File: src/rtl/ram_stream_fifo_ctrl.sv
`default_nettype none
// ============================================================================
// Module      : ram_stream_fifo_ctrl
// Description : Valid/ready FIFO controller wrapped around an external
//               dual-port RAM with 1-cycle registered read (FWFT output).
// Revision    : 1.0
// ============================================================================
module ram_stream_fifo_ctrl #(
    parameter int ADDR_W = 7
) (
    input  logic              clk,
    input  logic              rst_n,
    input  logic              clr,
    input  logic              s_valid,
    input  logic [3:0]        s_data,
    output logic              s_ready,
    output logic              m_valid,
    output logic [3:0]        m_data,
    input  logic              m_ready,
    output logic              ram_write_en,
    output logic [7:0]        ram_write_addr,
    output logic [3:0]        ram_write_data,
    output logic              ram_read_en,
    output logic [7:0]        ram_read_addr,
    input  logic [3:0]        ram_read_data,
    output logic [ADDR_W:0]   level,
    output logic              full,
    output logic              empty
);

    localparam logic [ADDR_W:0]   c_DEPTH   = {1'b1, {ADDR_W{1'b0}}};
    localparam logic [ADDR_W:0]   c_CNT_ONE = (ADDR_W+1)'(1);
    localparam logic [ADDR_W-1:0] c_PTR_ONE = ADDR_W'(1);

    logic [ADDR_W-1:0] r_wr_ptr;
    logic [ADDR_W-1:0] r_rd_ptr;
    logic [ADDR_W:0]   r_mem_count;
    logic              r_m_valid;

    logic              w_accept;
    logic              w_issue;

    // clr suppresses both RAM strobes so a flush cycle never touches the array
    assign w_accept = s_valid && !full && !clr;
    assign w_issue  = (r_mem_count != '0) && (!r_m_valid || m_ready) && !clr;

    assign full    = (r_mem_count == c_DEPTH);
    assign s_ready = !full;
    assign level   = r_mem_count + {{ADDR_W{1'b0}}, r_m_valid};
    assign empty   = (level == '0);

    assign m_valid = r_m_valid;
    assign m_data  = ram_read_data;

    assign ram_write_en   = w_accept;
    assign ram_write_addr = 8'(r_wr_ptr);
    assign ram_write_data = s_data;
    assign ram_read_en    = w_issue;
    assign ram_read_addr  = 8'(r_rd_ptr);

    always_ff @(posedge clk or negedge rst_n) begin
        if (!rst_n) begin
            r_wr_ptr    <= '0;
            r_rd_ptr    <= '0;
            r_mem_count <= '0;
            r_m_valid   <= 1'b0;
        end else if (clr) begin
            r_wr_ptr    <= '0;
            r_rd_ptr    <= '0;
            r_mem_count <= '0;
            r_m_valid   <= 1'b0;
        end else begin
            if (w_accept) begin
                r_wr_ptr <= r_wr_ptr + c_PTR_ONE;
            end
            if (w_issue) begin
                r_rd_ptr <= r_rd_ptr + c_PTR_ONE;
            end
            case ({w_accept, w_issue})
                2'b10:   r_mem_count <= r_mem_count + c_CNT_ONE;
                2'b01:   r_mem_count <= r_mem_count - c_CNT_ONE;
                default: r_mem_count <= r_mem_count;
            endcase
            // a fresh issue refills the output slot even when it is being consumed
            if (w_issue) begin
                r_m_valid <= 1'b1;
            end else if (r_m_valid && m_ready) begin
                r_m_valid <= 1'b0;
            end
        end
    end

endmodule
`default_nettype wire

File: config.mk
export PLATFORM = sky130hd
export DESIGN_NAME = ram_stream_fifo_ctrl
export DESIGN_NICKNAME = d
export VERILOG_FILES = /design/src/rtl/ram_stream_fifo_ctrl.sv
export SDC_FILE = /design/constraint.sdc
export NUM_CORES = 1
export LEC_CHECK = 0
export CORE_ASPECT_RATIO = 1.25
export CORE_MARGIN = 10
export CORE_UTILIZATION = 57
export DETAILED_ROUTE_END_ITERATION = 10
export DONT_BUFFER_PORTS = 1
export GPL_TIMING_DRIVEN = 0
export PLACE_DENSITY_LB_ADDON = 0.12
export SLEW_MARGIN = 20
export SYNTH_ARGS = -nofsm -noshare
export SYNTH_HDL_FRONTEND = slang
export SYNTH_SLANG_ARGS = --single-unit
File: constraint.sdc
create_clock -name clk -period 3.4 [get_ports clk]
set_clock_uncertainty 0.15 [all_clocks]
set_input_delay 0.85 -clock clk [delete_from_list [all_inputs] [get_ports clk]]
set_output_delay 0.85 -clock clk [all_outputs]
set_load 0.01 [all_outputs]
==> Implementation_results.wiki <==
{| class="wikitable"
! Metric !! Value
|-
| Run status || completed
|-
| Combined buffer and inverter count along the critical path || 1
|-
| Summed area of non-filler cells in the final layout || 0.00188 mm²
|-
| Peak clock frequency supported by timing || 305 MHz
|-
| Cell with the most instances after synthesis || sky130_fd_sc_hd__dfrtp_1
|-
| Synthesis-stage register bit count || 23
|-
| Sequential group share of total power || 0.291
|-
| Final routed wirelength across all metal layers || 4170 µm
|-
| Number of antenna violations at the first check in global routing || 0
|-
| Met1 Use GR || 0.157
|-
| Final period util || 0.964
|-
| Layer carrying the most global-route usage || met2
|-
| Detailed-route wire length per cell || 18.2 µm
|-
| Global-route wire length before repair || 7050 µm
|-
| Worst-case register-to-register setup slack || 120 ps
|-
| Clock Latency Late Sink || 320 ps
|-
| Worst-margin pin slew || 538 ps
|-
| Critical path arrival || 3330 ps
|-
| Vias in the first global route || 1432
|-
| Share of async-settable or async-resettable flops after synthesis || 1.00
|-
| Total leakage power || 0.000858 µW
|-
| Internal power contribution || 842 µW
|-
| Overall die height || 81.3 µm
|-
| Sequence of cells on the critical path || buf_6, or4_4, o21a_4, nor3_4, ha_1, a21o_1, a21oi_2, o31ai_2, mux2i_1, mux2_1
|-
| Cell accounting for the most synthesized area || sky130_fd_sc_hd__dfrtp_1
|-
| Total of endpoints with negative setup slack in the final report || 0
|-
| Family with the most delay on the worst path || simple AND/OR/NAND/NOR gates
|-
| CTS Root Buffer Type || sky130_fd_sc_hd__clkbuf_4
|-
| Antenna-violating nets left || 0
|-
| Reported net switching power || 803 µW
|-
| Clock buffer count from CTS || 3
|-
| Final antenna diode count || 0
|-
| DRC violations left || 0
|-
| Sequential cell area fraction in the yosys report || 0.336
|-
| Die width || 69.0 µm
|-
| Top FF cell, synth || sky130_fd_sc_hd__dfrtp_1
|-
| Post-synthesis instance area || 0.00171 mm²
|-
| Leading post-synthesis cells by cell area || sky130_fd_sc_hd__dfrtp_1 34%, sky130_fd_sc_hd__ha_1 7.3%, sky130_fd_sc_hd__xnor2_1 7.2%
|-
| Layout fillers || 257
|-
| Pin count of the biggest net entering global routing || 24
|-
| Crit path capture type || register
|-
| Max Buffers Root-to-Sink || 2
|-
| Final Util || 0.643
|-
| Commonest cells in the netlist || 23 x sky130_fd_sc_hd__dfrtp_1, 20 x sky130_fd_sc_hd__nor2_1, 17 x sky130_fd_sc_hd__nand2_1, 14 x sky130_fd_sc_hd__xnor2_1
|-
| Via Count || 1358
|-
| Clock slew at reported path FFs || 150 ps
|-
| Slew HR || 0.639
|-
| Cell area after placement || 0.00177 mm²
|-
| Met3 GRT Util || 0.0378
|-
| End of the worst register-to-register path || r_mem_count[7]
|-
| Total number of clock tree sinks || 23
|-
| Crit start category || register
|-
| Launching instance or port of the critical path || r_mem_count[2]
|-
| Count of boundary I/O pins || 51
|-
| Clock network power share || 0.081
|-
| Required time at the worst-slack endpoint || 3450 ps
|-
| Proportion of layout cells with a drive suffix above 1 || 0.212
|-
| Power share of the combinational group || 0.628
|-
| Final #Nets || 218
|-
| Cell with the biggest individual delay on the critical path || sky130_fd_sc_hd__or4_4
|-
| Max Cap Viol || 0
|-
| Area fraction of the dominant cell type after synthesis || 0.336
|-
| Instance count of the mapped netlist || 186
|-
| Warning count from the yosys run || 0
|-
| Library cells used by synthesis || 42
|-
| Htree depth || 1
|-
| Power per standard cell area || 877 mW/mm²
|-
| Fin. max-slew vios || 0
|-
| Largest fanout of any net on the critical path || 9
|-
| Starting utilization of the core area || 0.587
|-
| TritonCTS clock tree || yes
|-
| Worst Hold Class || in2async
|-
| Floorplan row count || 22
|-
| Router iterations before antenna repair || 4
|-
| Drt initial violations || 95
|-
| Crit path largest cell delay || 560 ps
|-
| GRT Resource Usage Total || 0.148
|-
| Worst voltage drop across the vdd grid || 0.471 mV
|-
| Register-to-Register Path Depth || 10
|-
| Detailed placement HPWL || 3170 µm
|-
| Core box area || 0.00292 mm²
|-
| IO Port Bufs || 0
|-
| Count of endpoints failing hold in the final timing report || 0
|-
| Weighted congestion at the end of routability-driven global placement || 0.833
|-
| Sw Ratio || 0.488
|-
| Synthesized area per cell || 9.21 µm²
|-
| Residual overflow from global routing || 0
|-
| Final period demand of the worst path || 3280 ps
|-
| Global routing met2 resource utilization || 0.274
|-
| Mean number of vias per cell || 5.93
|-
| Area Overhead vs Synth || 9.50%
|-
| Unrepaired setup endpoints after global routing || no
|-
| Reg-to-reg startpoint || r_mem_count[2]
|-
| Category of the most critical setup path || reg2reg
|-
| Die area || 0.00561 mm²
|-
| EDFF count, synth || 0
|}
-- power groups by stage --
stage | clock [µW] | sequential, µW | combinational [µW]
2_1_floorplan | 0 | 440 | 778
3_3_place_gp | 0 | 470 | 898
3_5_place_dp | 0 | 475 | 923
4_1_cts | 134 | 468 | 991
5_1_grt | 147 | 494 | 1140
6_report | 133 | 479 | 1030
-- sequential cells by signal, indices dropped and copies added, names as in the netlist --
register     flops
r_wr_ptr         7
m_valid          1
r_mem_count      8
r_rd_ptr         7
-- metrics by stage --
stage          instances  hold slack, ps  setup slack [ps]  TNS (ps)  power, µW
2_1_floorplan        187             404               196         0       1220
3_3_place_gp         223             405              -192      -192       1370
6_report             229            48.8               124         0       1640
3_5_place_dp         223             406              -227      -228       1400
4_1_cts              229            49.3              12.3         0       1590
5_1_grt              229            20.1             0.411         0       1790
-- routing by layer --
layer	routed length, µm	vias to the layer above
li1	-	653
met1	1570	668
met2	2320	31
met3	217	6
met4	55	0
met5	0	-
-- layout by cell type, fill, tap and decap left out, types with 3 or more instances in the layout --
cell type,n
sky130_fd_sc_hd__a21o_1,6
sky130_fd_sc_hd__a21oi_1,7
sky130_fd_sc_hd__and3_1,3
sky130_fd_sc_hd__buf_4,11
sky130_fd_sc_hd__buf_6,4
sky130_fd_sc_hd__clkbuf_4,3
sky130_fd_sc_hd__dfrtp_1,19
sky130_fd_sc_hd__dfrtp_2,4
sky130_fd_sc_hd__ha_1,8
sky130_fd_sc_hd__inv_1,6
sky130_fd_sc_hd__nand2_1,17
sky130_fd_sc_hd__nand3_1,5
sky130_fd_sc_hd__nand4_1,4
sky130_fd_sc_hd__nor2_1,20
sky130_fd_sc_hd__nor4_1,7
sky130_fd_sc_hd__o211ai_1,4
sky130_fd_sc_hd__xnor2_1,14
sky130_fd_sc_hd__xor2_1,9
-- worst max-delay path by stage --
stage                      to  cells after the start
4_1_cts        r_mem_count[7]                      9
3_3_place_gp   r_mem_count[7]                      9
5_1_grt        r_mem_count[7]                     10
6_report       r_mem_count[7]                     10
2_1_floorplan  r_mem_count[7]                      9
3_5_place_dp   r_mem_count[7]                      9
-- layout make-up --
cell class,instances,area [µm²],area share
Buffer,16,133,0.0707
Clock inverter,1,5.00,0.00267
Tap cell,36,45.0,0.0240
Inverter,6,22.5,0.0120
Sequential cell,23,581,0.310
Clock buffer,3,22.5,0.0120
Multi-Input combinational cell,142,1050,0.559
Timing Repair Buffer,2,18.8,0.0100
-- what timing repair did --
item / 4_1_cts / 5_1_grt
gates cloned: 0 / 0
endpoints found under the setup margin: 3 / 3
resized for setup: 4 / 12
pin swaps: 1 / 0
buffers inserted: 2 / 0
hold buffers: 0 / 0
-- cells by family (layout without fill, tap and decap cells) --
group           Yosys count  in the layout  synth area share
mux                       4              4            0.0270
buf+inv                  22             28            0.0906
simple gates             71             71             0.218
compound gates           31             31             0.124
flops                    23             23             0.336
other cells               1              2           0.00219
fa+ha+maj                11             11            0.0847
xor+xnor                 23             23             0.118
Power figures use the tool's default switching activity.
